==> src/rtl/fwd_hazard_unit.sv <==
// fwd_hazard_unit: EX-stage operand bypass plus load-use stall sequencer with saturating stall counter
module fwd_hazard_unit #(
    parameter int DATA_W   = 16,
    parameter int REG_AW   = 3,
    parameter int NUM_SRC  = 2,
    parameter int LOAD_LAT = 1,
    parameter int ZERO_REG = 0,
    parameter int CNT_W    = 16
) (
    input  logic                        clk,
    input  logic                        rst_n,
    input  logic                        flush,
    input  logic [NUM_SRC*REG_AW-1:0]   id_src,
    input  logic [NUM_SRC-1:0]          id_src_use,
    input  logic [NUM_SRC*REG_AW-1:0]   ex_src,
    input  logic [REG_AW-1:0]           ex_dst,
    input  logic                        ex_wb,
    input  logic                        ex_mem_read,
    input  logic [REG_AW-1:0]           mem_dst,
    input  logic                        mem_wb,
    input  logic [DATA_W-1:0]           mem_data,
    input  logic [REG_AW-1:0]           wb_dst,
    input  logic                        wb_wb,
    input  logic [DATA_W-1:0]           wb_data,
    output logic [NUM_SRC-1:0]          fwd_sel,
    output logic [NUM_SRC*DATA_W-1:0]   fwd_data,
    output logic                        stall,
    output logic                        bubble,
    output logic [CNT_W-1:0]            stall_count
);
    localparam int RW = $clog2(LOAD_LAT) + 1;

    logic [RW-1:0]      rem_q, rem_d;
    logic [CNT_W-1:0]   cnt_q, cnt_d;
    logic [NUM_SRC-1:0] id_hit;
    logic               haz;
    logic               in_stall;

    for (genvar k = 0; k < NUM_SRC; k++) begin : g_src
        logic [REG_AW-1:0] src;
        logic [REG_AW-1:0] isrc;
        logic              src_ok;
        logic              isrc_ok;
        logic              hit_mem;
        logic              hit_wb;
        assign src     = ex_src[k*REG_AW +: REG_AW];
        assign isrc    = id_src[k*REG_AW +: REG_AW];
        assign src_ok  = (ZERO_REG == 0) || (src != '0);
        assign isrc_ok = (ZERO_REG == 0) || (isrc != '0);
        assign hit_mem = src_ok && mem_wb && (mem_dst == src);
        assign hit_wb  = src_ok && wb_wb && (wb_dst == src);
        assign fwd_sel[k] = hit_mem | hit_wb;
        assign fwd_data[k*DATA_W +: DATA_W] = hit_mem ? mem_data : hit_wb ? wb_data : '0;
        assign id_hit[k] = isrc_ok && id_src_use[k] && (isrc == ex_dst);
    end

    assign haz      = ex_mem_read && ex_wb && (|id_hit);
    assign in_stall = (rem_q != '0);

    // state register: remaining stall cycles and stall statistics
    always_ff @(posedge clk or negedge rst_n) begin
        if (!rst_n) begin
            rem_q <= '0;
            cnt_q <= '0;
        end else begin
            rem_q <= rem_d;
            cnt_q <= cnt_d;
        end
    end

    // next state: flush aborts, STALL counts down ignoring hazards, IDLE arms on a hazard
    always_comb begin
        rem_d = flush ? '0 : in_stall ? rem_q - 1'b1 : haz ? RW'(LOAD_LAT - 1) : rem_q;
        cnt_d = (stall && !(&cnt_q)) ? cnt_q + 1'b1 : cnt_q;
    end

    // outputs: stall the same cycle a hazard is seen, never while flushing or in reset
    always_comb begin
        stall       = rst_n && !flush && (in_stall || haz);
        bubble      = stall;
        stall_count = cnt_q;
    end
endmodule
==> config.mk <==
export PLATFORM = sky130hd
export DESIGN_NAME = fwd_hazard_unit
export DESIGN_NICKNAME = d
export VERILOG_FILES = /design/src/rtl/fwd_hazard_unit.sv
export SDC_FILE = /design/constraint.sdc
export NUM_CORES = 1
export LEC_CHECK = 0
export CAP_MARGIN = 0
export CORE_MARGIN = 3
export CORE_UTILIZATION = 31
export CTS_CLUSTER_DIAMETER = 60
export DETAILED_ROUTE_END_ITERATION = 10
export GPL_TIMING_DRIVEN = 0
export MAX_ROUTING_LAYER = met4
export PLACE_DENSITY = 0.77
export SETUP_SLACK_MARGIN = 0.02
export SYNTH_ARGS = -nofsm -noshare
export SYNTH_HDL_FRONTEND = slang
export SYNTH_SLANG_ARGS = --single-unit
==> constraint.sdc <==
create_clock -name clk -period 2.95 [get_ports clk]
set_clock_uncertainty 0.15 [all_clocks]
set_input_delay 0.59 -clock clk [delete_from_list [all_inputs] [get_ports clk]]
set_output_delay 0.59 -clock clk [all_outputs]
set_load 0.01 [all_outputs]
==> run summary, run 1 <==
Status
• completed — outcome

Global route
• 0 — antenna violations before repair
• 19.1% — GRT Total Usage
• 1,602 — vias in the first global route
• 18 — pin count of the biggest net entering global routing
• 7.86 mm — global-route wire length before repair
• 0 — grt ovf

Worst setup path
• 1000 ps — Reg2Reg Setup Slack
• fwd_data[13] — Critical path destination
• stall_count[1]$_DFFE_PN0P_ — capture instance of the worst register-to-register path
• 6 — Worst R2R Path Depth
• 2150 ps — data arrival time of the worst path
• 2210 ps — Worst Path Required
• 5 — largest driver fanout on the critical path
• primary output — capturing element type of the critical path
• in -> out — category of the critical setup timing path
• wb_dst[1] — Critical Path Start
• input port — Worst setup SP type
• stall_count[0]$_DFFE_PN0P_ — worst reg2reg startpoint

Route
• 5.17 — DR vias/cell
• 50 — detailed router's first-iteration violation count
• 0 — number of nets with antenna violations after detailed routing
• 16.3 um — per-cell routed wire length
• 1,643 — vias after detailed routing
• 0 — total DRC errors in the routed layout
• 4 — Pre-antenna DRT Iters
• 5.18 mm — routed wire length

Timing
• 71.8% — Slew HR
• 98.1% — Period Utilization, post-route
• 210 ps — Worst Hold Slack
• 0 — final max-slew violation count
• 2890 ps — shortest period the worst path allows
• 0 — Setup-failing EPs final
• 345 MHz — Max Clock Freq
• 0 — Hold Violations, Final
• 422 ps — transition at the pin with the smallest max-transition slack

Yosys
• 139 — Mapped Cells
• 1400 um^2 — cell area after technology mapping
• 202 — net count after synthesis
• 26 — number of library cell types mapped by synthesis
• 10.1 um^2 — mean instance size in the synthesized netlist
• sky130_fd_sc_hd__dfrtp_1 — flip-flop cell with the highest count after synthesis
• 28.6% — proportion of synthesized chip area in sequential cells
• 100% — FFs w/ async S/R, synth
• 0 — warning count from the yosys run
• 0 — count of flip-flops with a built-in enable after synthesis
• 16 — register bit total from synthesis

Power
• 0.694 mW — total chip power
• 0.244 mV — peak supply drop
• 257 nW/um^2 — power per cell area
• 1.20 nW — Leak

Cells and area
• 966 um^2 — multi-input logic area
• 0 — number of antenna repair diodes
• 400 um^2 — area used by sequential logic in the layout
• 66 x sky130_fd_sc_hd__clkdlybuf4s50_1, 32 x sky130_fd_sc_hd__a22o_1, 27 x sky130_fd_sc_hd__xnor2_1 — leading cell types in the layout, fill and taps excluded
• 371 — fill cell instance count of the final layout
• 16 — Largest register FFs
• sky130_fd_sc_hd__clkdlybuf4s50_1 — most common library cell in the layout ignoring fill and taps
• 318 — post-layout instance count excluding filler cells
• 332 — net count of the finished layout
• 93.0% — Area Overhead vs Synth
• 2700 um^2 — area of all placed cells without fillers
• 22.4% — ratio of cells with drive above 1 in the final layout

Placed design
• 3.91 mm — HPWL after detailed placement
• 113 — count of port buffers added during placement
• 2590 um^2 — placement-stage cell area
• 302 — dpl cells
• 0.760 — routability cong.

Floorplanning
• 73.2 um — die width
• 5350 um^2 — Total Die Area
• 33.5% — initial cell density of the core
• 4170 um^2 — core area
• 114 — # IOs
• 23 — number of placement rows
• 73.2 um — vertical extent of the die

Clock network
• 1 — depth of the CTS H-tree
• 60 ps — Clk pin slew, worst setup/hold paths
• 3 — number of buffers inserted during clock tree synthesis
• 250 ps — Worst-Skew Late Latency
• yes — clock tree from TritonCTS
• sky130_fd_sc_hd__clkbuf_8 — buffer cell driving the clock tree root
• 16 — clock sinks
• 2 — Bufs on Longest Clock Path

Worst hold path
• in -> async — path category of the worst min-delay check

Job
• 0 — max-cap viol count

repair_timing:
item                       in CTS  in global routing
setup buffers                   8                  2
hold buffers                    0                  0
setup endpoints to repair      36                 31
gates cloned                    0                  2
pin swaps                       7                  6
gates resized for setup        61                 55
per-layer routing:
layer  up-vias  global-route usage (%)  share of wire (%)
met5         -                       -                  0
met4         0                    5.53                1.5
met3        10                    3.31                9.2
met2        84                    34.2                 51
met1       754                    21.6                 38
li1        795                       -                  -
where the power goes:
group / internal (mW) / switching (mW) / total [mW]
logic: 0.160 / 0.105 / 0.265
registers: 0.227 / 0.0111 / 0.238
clock network: 0.118 / 0.0726 / 0.191
worst min-delay path by stage:
stage / start / slack (ps) / depth (start not counted) / to
6_report: rst_n / 210 / 1 / stall_count[3]$_DFFE_PN0P_
5_1_grt: rst_n / 240 / 1 / stall_count[5]$_DFFE_PN0P_
4_1_cts: rst_n / 230 / 1 / stall_count[7]$_DFFE_PN0P_
3_5_place_dp: stall_count[10]$_DFFE_PN0P_ / 330 / 1 / stall_count[10]$_DFFE_PN0P_
3_3_place_gp: stall_count[10]$_DFFE_PN0P_ / 330 / 1 / stall_count[10]$_DFFE_PN0P_
2_1_floorplan: rst_n / 140 / 0 / stall_count[0]$_DFFE_PN0P_
critical path, stage by stage:
cell and delay [ps]:
sky130_fd_sc_hd__clkdlybuf4s50_1 520, sky130_fd_sc_hd__xnor2_1 130, sky130_fd_sc_hd__nand4_1 180, sky130_fd_sc_hd__nor2_4 200, sky130_fd_sc_hd__buf_6 140, sky130_fd_sc_hd__a22o_1 120
sky130_fd_sc_hd__dlygate4sd2_1 260
metrics by stage:
stage               setup TNS, ps  setup slack (ps)  util, %
floorplan                       0               660        -
global placement           -16860              -771     62.1
detailed placement         -16710              -821     62.1
CTS                             0              30.7     65.2
global route                -4.88             -4.88     64.7
finish                          0              55.2     64.7
cell families (layout without fill, tap and decap cells):
kind of cell / after synthesis / in the layout / share of synthesized area (%)
muxes: 2 / 2 / 1.61
and+or+nand+nor: 47 / 47 / 23.2
DFF: 16 / 16 / 28.6
AOI/OAI and AO/OA: 33 / 33 / 21.2
xor gates and xnor gates: 32 / 32 / 20.0
adders and majority gates: 1 / 1 / 0.894
buffers and inverters: 8 / 137 / 4.47
Yosys cell counts, types with 2 or more instances:
cell	number	area (um^2)
sky130_fd_sc_hd__nand2_1	6	22.5
sky130_fd_sc_hd__a22o_1	32	280
sky130_fd_sc_hd__dfrtp_1	16	400
sky130_fd_sc_hd__nor3_4	2	32.5
sky130_fd_sc_hd__buf_4	2	15.0
sky130_fd_sc_hd__mux2_2	2	22.5
sky130_fd_sc_hd__nor2_1	2	7.51
sky130_fd_sc_hd__buf_2	2	10.0
sky130_fd_sc_hd__xor2_1	5	43.8
sky130_fd_sc_hd__buf_6	3	33.8
sky130_fd_sc_hd__nand2b_1	2	12.5
sky130_fd_sc_hd__and3_1	6	37.5
sky130_fd_sc_hd__nor2_4	2	22.5
sky130_fd_sc_hd__xnor2_1	27	236
sky130_fd_sc_hd__nand4_1	13	81.3
sky130_fd_sc_hd__nand3_1	7	35.0
cell type report:
class                      instances  area share, %
multi-input combinational        115           35.8
buffer                             7           2.78
sequential                        16           14.8
timing repair buffer             125           42.1
inverter                           1          0.139
tap                               50           2.32
clock buffer                       4           2.04
Note: power is estimated with default switching activity, not from simulation.
==> run 2, diff against run 1 <==
--- a/config.mk
+++ b/config.mk
@@ -6,9 +6,11 @@
 export NUM_CORES = 1
 export LEC_CHECK = 0
 export CAP_MARGIN = 0
+export CORE_ASPECT_RATIO = 1.5
 export CORE_MARGIN = 3
 export CORE_UTILIZATION = 31
 export CTS_CLUSTER_DIAMETER = 60
+export CTS_CLUSTER_SIZE = 10
 export DETAILED_ROUTE_END_ITERATION = 10
 export GPL_TIMING_DRIVEN = 0
 export MAX_ROUTING_LAYER = met4
==> run 2 against run 1 <==
Against the previous run: routed wire length rose by 13%; hold slack got worse by 4.2 ps; fmax rose by 0.90%; clock-buffer cell count did not move; sequential cell count did not move; register-to-register slack got worse by 80 ps; combinational power rose by 6%; via count rose by 7.7%; first-iteration DRC count fell by 22%; clock power rose by 3%; critical path depth did not move; largest power group unchanged; highest routed layer unchanged.
==> run summary, run 2 (synthesized netlist as in run 1, its figures left out) <==
Status
• completed — outcome

Route
• 5.41 — DR vias/cell, +4.8%
• 1,770 — vias after detailed routing, +7.7%
• 39 — detailed router's first-iteration violation count, -22%
• 0 — total DRC errors in the routed layout, unchanged
• 4 — Pre-antenna DRT Iters, unchanged
• 5.87 mm — routed wire length, +13%
• 17.9 um — per-cell routed wire length, +10%
• 0 — number of nets with antenna violations after detailed routing, unchanged

Worst setup path
• clkdlybuf4s50_1 -> xnor2_1 -> nand4_1 -> nor2_4 -> buf_6 -> a22o_1 -> dlygate4sd2_1 — sequence of cells on the critical path
• 7 — Worst path depth, unchanged
• buffers and inverters — family with the most delay on the worst path
• 6 — Worst R2R Path Depth, unchanged
• input port — Worst setup SP type
• primary output — capturing element type of the critical path
• 920 ps — Reg2Reg Setup Slack, -80 ps
• 2130 ps — data arrival time of the worst path, -20 ps
• stall_count[1]$_DFFE_PN0P_ — capture instance of the worst register-to-register path
• sky130_fd_sc_hd__clkdlybuf4s50_1 — library cell contributing the largest single delay on the critical path
• 500 ps — worst stage delay on the critical path, -20 ps
• 3 — buffers plus inverters on the worst setup path, unchanged
• 5 — largest driver fanout on the critical path, unchanged
• stall_count[0]$_DFFE_PN0P_ — worst reg2reg startpoint
• in -> out — category of the critical setup timing path
• 2210 ps — Worst Path Required, about the same

Power
• 253 nW/um^2 — power per cell area, -1.7%
• 1.29 nW — Leak, +8.0%
• 0.252 mV — peak supply drop, +3.4%

Floorplanning
• 5370 um^2 — Total Die Area, +0.30%
• 29 — number of placement rows, +26%
• 114 — # IOs, unchanged
• 4280 um^2 — core area, +2.6%
• 32.7% — initial cell density of the core, -0.85 points
• 88.3 um — vertical extent of the die, +21%
• 60.8 um — die width, -17%

Clock network
• 3 — number of buffers inserted during clock tree synthesis, unchanged
• 1 — depth of the CTS H-tree, unchanged
• sky130_fd_sc_hd__clkbuf_8 — buffer cell driving the clock tree root
• 2 — Bufs on Longest Clock Path, unchanged
• 60 ps — Clk pin slew, worst setup/hold paths, about the same
• 16 — clock sinks, unchanged
• 250 ps — Worst-Skew Late Latency, about the same
• yes — clock tree from TritonCTS
• 0 — hold bufs inserted after CTS, unchanged

Cells and area
• 63 x sky130_fd_sc_hd__clkdlybuf4s50_1, 32 x sky130_fd_sc_hd__a22o_1, 27 x sky130_fd_sc_hd__xnor2_1 — leading cell types in the layout, fill and taps excluded
• 16 — Largest register FFs, unchanged
• 24.6% — ratio of cells with drive above 1 in the final layout, +2.2 points
• 0 — number of antenna repair diodes, unchanged
• 345 — net count of the finished layout, +3.9%
• 103% — Area Overhead vs Synth
• 353 — fill cell instance count of the final layout, -4.9%
• sky130_fd_sc_hd__clkdlybuf4s50_1 — most common library cell in the layout ignoring fill and taps
• 66.4% — Final Core Density, +1.7 points
• 2840 um^2 — area of all placed cells without fillers, +5.3%

Placed design
• 4.23 mm — HPWL after detailed placement, +8.4%
• 113 — count of port buffers added during placement, unchanged
• 0.878 — routability cong., +15%
• 2590 um^2 — placement-stage cell area, -0.19%

Global route
• 0 — antenna violations before repair, unchanged
• 1,736 — vias in the first global route, +8.4%
• 8.28 mm — global-route wire length before repair, +5.4%
• 21.0% — GRT Total Usage, +1.9 points
• 0 — grt ovf, unchanged
• 18 — pin count of the biggest net entering global routing, unchanged

Job
• 0 — max-cap viol count, unchanged

Timing
• 428 ps — transition at the pin with the smallest max-transition slack, +5.32 ps
• 349 MHz — Max Clock Freq, +0.90%
• 0 — Hold Violations, Final, unchanged
• 71.5% — Slew HR, -0.35 points
• 0 — final max-slew violation count, unchanged
• 97.3% — Period Utilization, post-route, -0.88 points
• 0 — Setup-failing EPs final, unchanged
• 2870 ps — shortest period the worst path allows, -25.9 ps

Worst hold path
• in -> async — path category of the worst min-delay check

-- run 2: layout make-up --
class / instances / area [um^2] / share of cell area [%]
flip-flops and latches: 16 / 400 / 14.1
inverters: 1 / 3.75 / 0.132
well taps: 46 / 57.6 / 2.02
repair buffers: 138 / 1280 / 45.1
clock buffers: 4 / 55.1 / 1.94
multi-input cells: 115 / 968 / 34.1
plain buffers: 7 / 75.1 / 2.64
-- run 2: worst max path at each step --
stage	from	slack, ps	endpoint
final	wb_dst[1]	80	fwd_data[22]
after global routing	wb_dst[1]	-10	fwd_data[22]
after CTS	wb_dst[2]	30	fwd_data[21]
after detailed placement	rst_n	-770	stall
after global placement	rst_n	-790	stall
after floorplan	mem_dst[2]	660	fwd_data[10]
-- run 2: power by group --
group | internal, mW | switching, mW | leakage (nW) | total, mW
logic | 0.171 | 0.111 | 1.04 | 0.282
registers | 0.227 | 0.0123 | 0.222 | 0.239
clock network | 0.119 | 0.0780 | 0.0288 | 0.197
total | 0.516 | 0.202 | 1.29 | 0.718
-- run 2: what timing repair did --
item | CTS | global route
pin swaps | 9 | 7
endpoints found under the setup margin | 36 | 31
gates resized for setup | 74 | 45
gates cloned | 1 | 2
buffers inserted | 19 | 3
-- run 2: stage by stage --
stage | TNS [ps] | std cells | setup slack [ps] | power, mW | hold WS [ps]
after floorplan | 0 | 139 | 660 | 0.334 | 144
after global placement | -17560 | 298 | -793 | 0.508 | 335
after detailed placement | -17340 | 298 | -774 | 0.512 | 346
after global routing | -22.4 | 327 | -10.2 | 0.750 | 223
after CTS | 0 | 322 | 26.8 | 0.707 | 223
final | 0 | 327 | 81.1 | 0.718 | 206
-- run 2: per-layer routing --
| metal | track usage, % | up-vias | wire (um) |
|---|---|---|---|
| met5 | - | - | 0 |
| met4 | 6.11 | 0 | 155 |
| met3 | 4.67 | 15 | 555 |
| met2 | 41.2 | 109 | 3190 |
| met1 | 19.2 | 833 | 1970 |
| li1 | - | 813 | - |
